`src/rtl/serial_to_parallel.sv`:
```
// Deserializer: rebuilds LSB-first serial words into WIDTH-bit parallel words on a
// valid/ready output, flagging words lost to backpressure and frames abandoned by a gap.
module serial_to_parallel #(
  parameter int WIDTH   = 4,
  parameter int TIMEOUT = 8
) (
  input  logic             clk,
  input  logic             reset,
  input  logic             serial_i,
  input  logic             valid_i,
  input  logic             ready_i,
  output logic [WIDTH-1:0] parallel_o,
  output logic             valid_o,
  output logic             busy_o,
  output logic             overrun_o,
  output logic             frame_err_o
);

  localparam int CW = $clog2(WIDTH);
  localparam int GW = (TIMEOUT > 0) ? $clog2(TIMEOUT + 1) : 1;
  localparam logic [CW-1:0] LAST_BIT = CW'(WIDTH - 1);
  localparam logic [GW-1:0] GAP_LAST = (TIMEOUT > 0) ? GW'(TIMEOUT - 1) : '0;

  typedef enum logic {S_IDLE,  S_SHIFT} shift_state_t;
  typedef enum logic {S_EMPTY, S_FULL}  out_state_t;

  shift_state_t     shift_state;
  out_state_t       out_state, out_nxt;

  logic [CW-1:0]    bit_cnt, bit_cnt_nxt;
  logic [GW-1:0]    gap_cnt, gap_nxt;
  logic [WIDTH-1:0] shreg, shreg_nxt;
  logic [WIDTH-1:0] parallel_q, parallel_nxt;
  logic [WIDTH-1:0] word;
  logic             word_done;
  logic             load;
  logic             frame_err_nxt;
  logic             overrun_nxt;

  // Shift-side registers; the IDLE/SHIFT state is implied by a non-zero bit count.
  always_ff @(posedge clk or posedge reset) begin
    if (reset) begin
      bit_cnt     <= '0;
      gap_cnt     <= '0;
      shreg       <= '0;
      frame_err_o <= 1'b0;
    end else begin
      bit_cnt     <= bit_cnt_nxt;
      gap_cnt     <= gap_nxt;
      shreg       <= shreg_nxt;
      frame_err_o <= frame_err_nxt;
    end
  end

  assign shift_state = (bit_cnt == '0) ? S_IDLE : S_SHIFT;
  assign word        = {serial_i, shreg[WIDTH-2:0]};

  always_comb begin
    bit_cnt_nxt   = bit_cnt;
    gap_nxt       = gap_cnt;
    shreg_nxt     = shreg;
    frame_err_nxt = 1'b0;
    word_done     = 1'b0;
    if (valid_i) begin
      shreg_nxt[bit_cnt] = serial_i;
      gap_nxt            = '0;
      if (bit_cnt == LAST_BIT) begin
        bit_cnt_nxt = '0;
        word_done   = 1'b1;
      end else begin
        bit_cnt_nxt = bit_cnt + 1'b1;
      end
    end else if (shift_state == S_SHIFT && TIMEOUT != 0) begin
      // A stalled partial frame is thrown away once the gap reaches TIMEOUT idle cycles.
      if (gap_cnt == GAP_LAST) begin
        bit_cnt_nxt   = '0;
        shreg_nxt     = '0;
        gap_nxt       = '0;
        frame_err_nxt = 1'b1;
      end else begin
        gap_nxt = gap_cnt + 1'b1;
      end
    end
  end

  // Output-side state register, including the held word and the overrun pulse.
  always_ff @(posedge clk or posedge reset) begin
    if (reset) begin
      out_state  <= S_EMPTY;
      parallel_q <= '0;
      overrun_o  <= 1'b0;
    end else begin
      out_state  <= out_nxt;
      parallel_q <= parallel_nxt;
      overrun_o  <= overrun_nxt;
    end
  end

  // A completing word while FULL reloads only if the held word drains on the same edge.
  always_comb begin
    out_nxt     = out_state;
    load        = 1'b0;
    overrun_nxt = 1'b0;
    case (out_state)
      S_EMPTY: begin
        if (word_done) begin
          load    = 1'b1;
          out_nxt = S_FULL;
        end
      end
      S_FULL: begin
        if (word_done) begin
          if (ready_i) load = 1'b1;
          else         overrun_nxt = 1'b1;
        end else if (ready_i) begin
          out_nxt = S_EMPTY;
        end
      end
      default: out_nxt = S_EMPTY;
    endcase
    parallel_nxt = load ? word : parallel_q;
  end

  always_comb begin
    valid_o    = (out_state == S_FULL);
    parallel_o = parallel_q;
    busy_o     = (shift_state == S_SHIFT);
  end

  a_pulses_exclusive: assert property (@(posedge clk) disable iff (reset)
    !(overrun_o && frame_err_o));

endmodule
```
`config.mk`:
```
export PLATFORM = sky130hd
export DESIGN_NAME = serial_to_parallel
export DESIGN_NICKNAME = d
export VERILOG_FILES = /design/src/rtl/serial_to_parallel.sv
export SDC_FILE = /design/constraint.sdc
export NUM_CORES = 1
export LEC_CHECK = 0
export BUFFER_PORTS_ARGS = -buffer_cell sky130_fd_sc_hd__buf_4
export CAP_MARGIN = 25
export CORE_MARGIN = 2
export CORE_UTILIZATION = 50
export DETAILED_ROUTE_END_ITERATION = 10
export GPL_ROUTABILITY_DRIVEN = 0
export PLACE_DENSITY = 0.84
export REMOVE_ABC_BUFFERS = 1
export SLEW_MARGIN = 5
export SYNTH_ARGS = -nofsm -noshare
export SYNTH_HDL_FRONTEND = slang
export SYNTH_SLANG_ARGS = --single-unit
export TNS_END_PERCENT = 5
```
`constraint.sdc`:
```
create_clock -name clk -period 2 [get_ports clk]
set_input_delay 0.3 -clock clk [delete_from_list [all_inputs] [get_ports clk]]
set_output_delay 0.3 -clock clk [all_outputs]
set_load 0.05 [all_outputs]
```
==> results.md, run 1 <==
- PortBufs: 12
- Crit path launch type: flop
- RR Startpoint: bit_cnt[0]
- Die Wd: about 42 µm
- Crit. End Element: output pin
- Slew HR: ~61%
- RSZ-0062 raised after global routing: false
- Core Util, Final: about 63%
- Total CTS buffers: 3
- Post-Place Setup Slack: roughly 410 ps
- Tmin final: approximately 1700 ps
- Clk network pwr share: between 10 and 15%
- Max-slew violations: 0
- Antenna-violating nets left: 0
- Combinational share of power: between 40% and 50%
- CTS Root Cell: clkbuf_4
- PnR worst setup slack: 327.7 ps
- Cell internal pwr: 0.0006564 W
- P_sw: between 0.0004 and 0.0005 W
- Post-CTS sizing: 0
- Synth Warn #: 0
- Avg Cell Area, Syn: between 10 and 15 µm²
- Seq/Total Area, Yosys: between 50% and 60%
- Crit path required time: around 1700 ps
- Worst reg2reg path depth: 5
- Flops & latches, synth: 16
- Rows: 13
- Fin area: between 800 and 900 µm²
- Clock Latency Late Sink: around 270 ps
- Max Clk Rate: between 500 and 600 MHz
- Hold crit path type: input port to asynchronous set/reset pin
- Remaining DRCs: 0
- First-pass GRT wire length: around 1900 µm
- Total negative slack: 0 ps
- Vias: 453
- Area post-placement: around 830 µm²
- Post-Layout Cell Count: 86
- Final Net Count: 83
- Leakage: 0.4329 nW
- Drt total wl: 1065 µm
- Drt pass-1 iters: 2
- Final setup fails: 0
- Worst R2R End: bit_cnt[0]
- Share of cells above drive strength 1: 30.99%
- Die Y: 42.49 µm
- Seq pwr share: 44.1%
- Initial DRC Count: 3
- Core ar.: ~1400 µm²
- Max cap viols: 0
- Pwr Density: approximately 1300 nW/µm²
- DP Cell Count: slightly above 80
- Worst Clk Skew: 1.441 ps
- Vias in the first global route: between 400 and 500
- Clock buffer depth: 2
- Fin crit share: a little over four fifths
- H-Tree Depth: 1
- CTS clk-pin slew, worst paths: 80 ps
- Outcome: finished clean
- Synthesis-to-layout area growth: 15.20%
- Hold-fix buffers at CTS: 0
- I/O pin count: 13
- Fillers: roughly 110
- Drt via density: roughly 5.3
- Mapped Area: 740.7 µm²
- Gr ovfl total: 0
- Largest net degree at the start of global routing: 17
- Worst VDD drop: 0.6371 mV
- Initial antenna violation count: 0
- Crit path DAT: around 1400 ps
- Total die area: about 1800 µm²
- Detail Placement HPWL: approximately 810 µm
- Most common cell after layout, fill and taps aside: dfrtp_1
- Slew @ Worst Pin: 585.5 ps
- Most frequent cells in the layout: dfrtp_1, buf_4, nor2_1, mux2_2, ha_1
- Initial core utilization: around 55%
- Post-synth cell types: 21
- WS Path Type: flop to output pin
- DR WL/cell: between 10 and 15 µm
- Synthesized instance count: between 50 and 60
- Hold Violations, Final: 0
- CP Max Fanout: 8
- Reg2reg setup slack: roughly 410 ps
- # diodes: 0
- Clock sinks: 16
- Gr usage total: 13.68%
- TritonCTS clock tree: done
- Setup Fix Bufs, Post-CTS: 0
- Net Sw Frac: 38.90%
registers in the layout, summed over array words and instances (netlist names):
name and count:
bit_cnt 2, parallel_o 4, gap_cnt 4, overrun_o 1, frame_err_o 1, shreg 3, valid_o 1
worst max path at each step:
| stage | startpoint | to | slack [ps] | depth (start not counted) |
|---|---|---|---|---|
| after floorplan | bit_cnt[0] | bit_cnt[0] | 520 | 5 |
| after global placement | bit_cnt[0] | bit_cnt[0] | 460 | 5 |
| after detailed placement | bit_cnt[0] | bit_cnt[0] | 410 | 5 |
| after CTS | bit_cnt[1] | busy_o | 310 | 4 |
| after global routing | bit_cnt[0] | busy_o | 240 | 4 |
| final | bit_cnt[0] | busy_o | 330 | 4 |
logic make-up (layout without fill, tap and decap cells):
logic type      after synthesis  after routing  share of synthesized area, %
buf+inv                       7             19                         4.559
mux                           9              9                         13.01
compound gates                5              5                         5.912
flops                        16             16                         54.05
fa+ha+maj                     5              5                         8.446
simple gates                 15             15                         11.66
xor+xnor                      2              2                         2.365
worst max-delay path: stages, from the launching register on:
cell and delay (ps):
dfrtp_1 430, inv_1 100, ha_1 300, inv_1 80, buf_4 200
routing by layer:
metal / up-vias / GRT usage (%) / part of all wire, %
met5: - / 0 / 0
met1: 217 / 18.13 / 51
met2: 8 / 20.62 / 44
met3: 2 / 4.310 / 4.6
met4: 0 / 5.625 / 0.56
li1: 226 / - / -
synth_stat cells, drive strengths merged:
cell / instances / area (µm²)
nand4b: 1 / 8.760
nor2: 5 / 18.77
a32o: 3 / 30.03
ha: 5 / 62.56
and2b: 1 / 7.510
nand2: 3 / 11.26
nand2b: 1 / 6.260
xor2: 1 / 8.760
or3: 1 / 6.260
inv: 4 / 15.01
dfrtp: 16 / 400.4
a22o: 1 / 8.760
xnor2: 1 / 8.760
and4bb: 1 / 12.51
mux2i: 4 / 40.04
mux2: 5 / 56.30
clkbuf: 1 / 3.750
nor2b: 2 / 15.02
buf: 2 / 15.01
a21oi: 1 / 5.000
cell type report:
cell class / count / area [µm²] / share of cell area (%)
clock buffer: 3 / 22.52 / 2.639
inverter: 4 / 15.01 / 1.760
multi-input combinational: 36 / 306.5 / 35.92
sequential: 16 / 400.4 / 46.92
tap: 15 / 18.77 / 2.199
timing repair buffer: 12 / 90.09 / 10.56
power by group through the flow:
stage / Sequential, W / Clock, W / Combinational, W
2_1_floorplan: 0.000626 / 0 / 0.000172
3_3_place_gp: 0.000476 / 0 / 0.000442
3_5_place_dp: 0.000481 / 0 / 0.000448
4_1_cts: 0.000476 / 0.000165 / 0.000449
5_1_grt: 0.000489 / 0.000180 / 0.000473
6_report: 0.000474 / 0.000156 / 0.000444
through the flow:
stage	hold WS, ps	total power [W]
2_1_floorplan	213.7	0.0007982
3_3_place_gp	406.0	0.0009173
3_5_place_dp	402.8	0.0009294
4_1_cts	101.9	0.001089
5_1_grt	147.3	0.001141
6_report	89.44	0.001074
No activity file was read; power rests on OpenSTA's default activity.
==> run 2: changes to the inputs <==
--- a/config.mk
+++ b/config.mk
@@ -8,10 +8,10 @@
 export BUFFER_PORTS_ARGS = -buffer_cell sky130_fd_sc_hd__buf_4
 export CAP_MARGIN = 25
 export CORE_MARGIN = 2
-export CORE_UTILIZATION = 50
+export CORE_UTILIZATION = 47
 export DETAILED_ROUTE_END_ITERATION = 10
 export GPL_ROUTABILITY_DRIVEN = 0
-export PLACE_DENSITY = 0.84
+export PLACE_DENSITY = 0.83
 export REMOVE_ABC_BUFFERS = 1
 export SLEW_MARGIN = 5
 export SYNTH_ARGS = -nofsm -noshare
==> constraint.sdc (replaced) <==
create_clock -name clk -period 1.5 [get_ports clk]
set_input_delay 0.225 -clock clk [delete_from_list [all_inputs] [get_ports clk]]
set_output_delay 0.225 -clock clk [all_outputs]
set_load 0.05 [all_outputs]
==> results.md, run 2 (same netlist as run 1, synthesis figures left out) <==
- DR WL/cell: 14.05 µm (was 12.38 µm)
- Remaining DRCs: 0 (unchanged)
- Post-Layout Cell Count: 93 (was 86)
- Leakage: 0.4739 nW (was 0.4329 nW)
- Hold Violations, Final: 16 (was 0)
- # diodes: 0 (unchanged)
- Antenna-violating nets left: 0 (unchanged)
- RR Startpoint: bit_cnt[1] (was bit_cnt[0])
- Tmin final: approximately 1400 ps
- Post-Place Setup Slack: -5.633 ps (was 408.5 ps)
- PnR worst setup slack: 60.31 ps (was 327.7 ps)
- Slew HR: 61.52% (was 60.93%)
- Reg2reg setup slack: 90 ps (was 410 ps)
- Fin area: 939.7 µm² (was 853.3 µm²)
- CTS clk-pin slew, worst paths: 90 ps (was 80 ps)
- Worst Clk Skew: 0.8651 ps (was 1.441 ps)
- Initial DRC Count: 6 (was 3)
- Final setup fails: 0 (unchanged)
- Clock buffer depth: 2 (unchanged)
- Failing checks: negative hold slack
- Most common cell after layout, fill and taps aside: dfrtp_1 (unchanged)
- Slew @ Worst Pin: 576.5 ps (was 585.5 ps)
- Die Wd: 43.70 µm (was 42.49 µm)
- First-pass GRT wire length: 2118 µm (was 1856 µm)
- Total die area: 1910 µm² (was 1805 µm²)
- Worst reg2reg path depth: 5 (unchanged)
- Die Y: 43.70 µm (was 42.49 µm)
- Most frequent cells in the layout: dfrtp_1, buf_4, nor2_1, mux2_2 (was dfrtp_1, buf_4, nor2_1, mux2_2, ha_1)
- Rows: 14 (was 13)
- Worst VDD drop: 0.8613 mV (was 0.6371 mV)
- Pwr Density: 1708 nW/µm² (was 1259 nW/µm²)
- Fin crit share: 95.98%
- H-Tree Depth: 1 (unchanged)
- Crit path required time: 1270 ps (was 1700 ps)
- Flip-flop and latch area: 400.4 µm² (unchanged)
- Fin Hold WS: -10.98 ps (was 89.44 ps)
- Drt via density: 5.280 (was 5.267)
- Clock Latency Late Sink: 290 ps (was 270 ps)
- Total design power: 0.001605 W (was 0.001074 W)
- Gr ovfl total: 0 (unchanged)
- Detail Placement HPWL: 835.8 µm (was 807.4 µm)
- Synthesis-to-layout area growth: 26.86% (was 15.20%)
- Total CTS buffers: 3 (unchanged)
- Share of cells above drive strength 1: 42.86% (was 30.99%)
- Crit. End Element: output pin (unchanged)
- Max cap viols: 0 (unchanged)
- WS Path Type: flop to output pin (unchanged)
- Crit path DAT: 1210 ps (was 1370 ps)
- CTS Root Cell: clkbuf_4 (unchanged)
- Drt total wl: 1307 µm (was 1065 µm)
- Max-slew violations: 0 (unchanged)
- Vias in the first global route: 490 (was 444)
- PortBufs: 12 (unchanged)
- Gr usage total: 15.67% (was 13.68%)
- Area occupied by multi-input gates: 326.6 µm² (was 306.5 µm²)
- Final Net Count: 88 (was 83)
- Initial core utilization: 49.75% (was 54.87%)
- Core ar.: 1489 µm² (was 1350 µm²)
- Drt pass-1 iters: 2 (unchanged)
- I/O pin count: 13 (unchanged)
- Crit path launch type: flop (unchanged)
- TritonCTS clock tree: done (unchanged)
- DP Cell Count: 86 (was 83)
- Outcome: complete, but fails checks (was finished clean)
- Initial antenna violation count: 0 (unchanged)
- Max Clk Rate: a little under 700 MHz
- Worst R2R End: parallel_o[3] (was bit_cnt[0])
- RSZ-0062 raised after global routing: true (was false)
- Clock sinks: 16 (unchanged)
- Fillers: 119 (was 114)
- Vias: 491 (was 453)
- Largest net degree at the start of global routing: 17 (unchanged)
- Hold crit path type: input port to asynchronous set/reset pin (unchanged)
- Worst setup path start: bit_cnt[1] (was bit_cnt[0])
- CP Max Fanout: 5 (was 8)
- Area post-placement: 847.1 µm² (was 830.8 µm²)
[run 2: layout make-up]
type,count,share of cell area (%)
flip-flops and latches,16,42.61
multi-input cells,36,34.75
repair buffers,17,14.78
clock buffers,4,3.862
well taps,16,2.130
inverters,4,1.864
[run 2: repair_timing]
action,CTS,global route
setup buffers,2,1
endpoints found under the setup margin,2,5
gates cloned,0,0
pin swaps,1,1
resized for setup,5,6
hold buffers,0,0
endpoints found under the hold margin,0,0
[run 2: worst max-delay path: stages (launching register included)]
cell and delay, ps:
dfrtp_1 410, inv_2 90, ha_4 150, buf_6 120
inv_4 30, buf_8 130
[run 2: metrics by stage]
| step | util (%) | setup TNS, ps |
|---|---|---|
| 3_5_place_dp | 56.89 | -5.633 |
| 3_3_place_gp | 56.89 | 0 |
| 6_report | 63.11 | 0 |
| 5_1_grt | 63.11 | -19.30 |
| 4_1_cts | 61.43 | 0 |
| 2_1_floorplan | - | 0 |
[run 2: power by group]
part / internal [W] / switching, W
sequential: 0.000556 / 0.0000720
combinational: 0.000291 / 0.000401
clock: 0.000148 / 0.000136
total: 0.000995 / 0.000610
[run 2: how the worst max path moves through the flow]
| stage | depth (start not counted) | slack [ps] | end |
|---|---|---|---|
| 3_5_place_dp | 5 | -6 | bit_cnt[0] |
| 3_3_place_gp | 5 | 60 | bit_cnt[0] |
| 2_1_floorplan | 5 | 20 | bit_cnt[0] |
| 5_1_grt | 5 | -20 | busy_o |
| 4_1_cts | 5 | 20 | busy_o |
| 6_report | 5 | 60 | busy_o |
[run 2: metal layers]
metal	GRT usage (%)	vias to the layer above	wire, µm
li1	-	239	-
met1	19.78	238	546
met2	22.65	10	682
met3	4.167	4	52
met4	12.12	0	26
met5	0	-	0
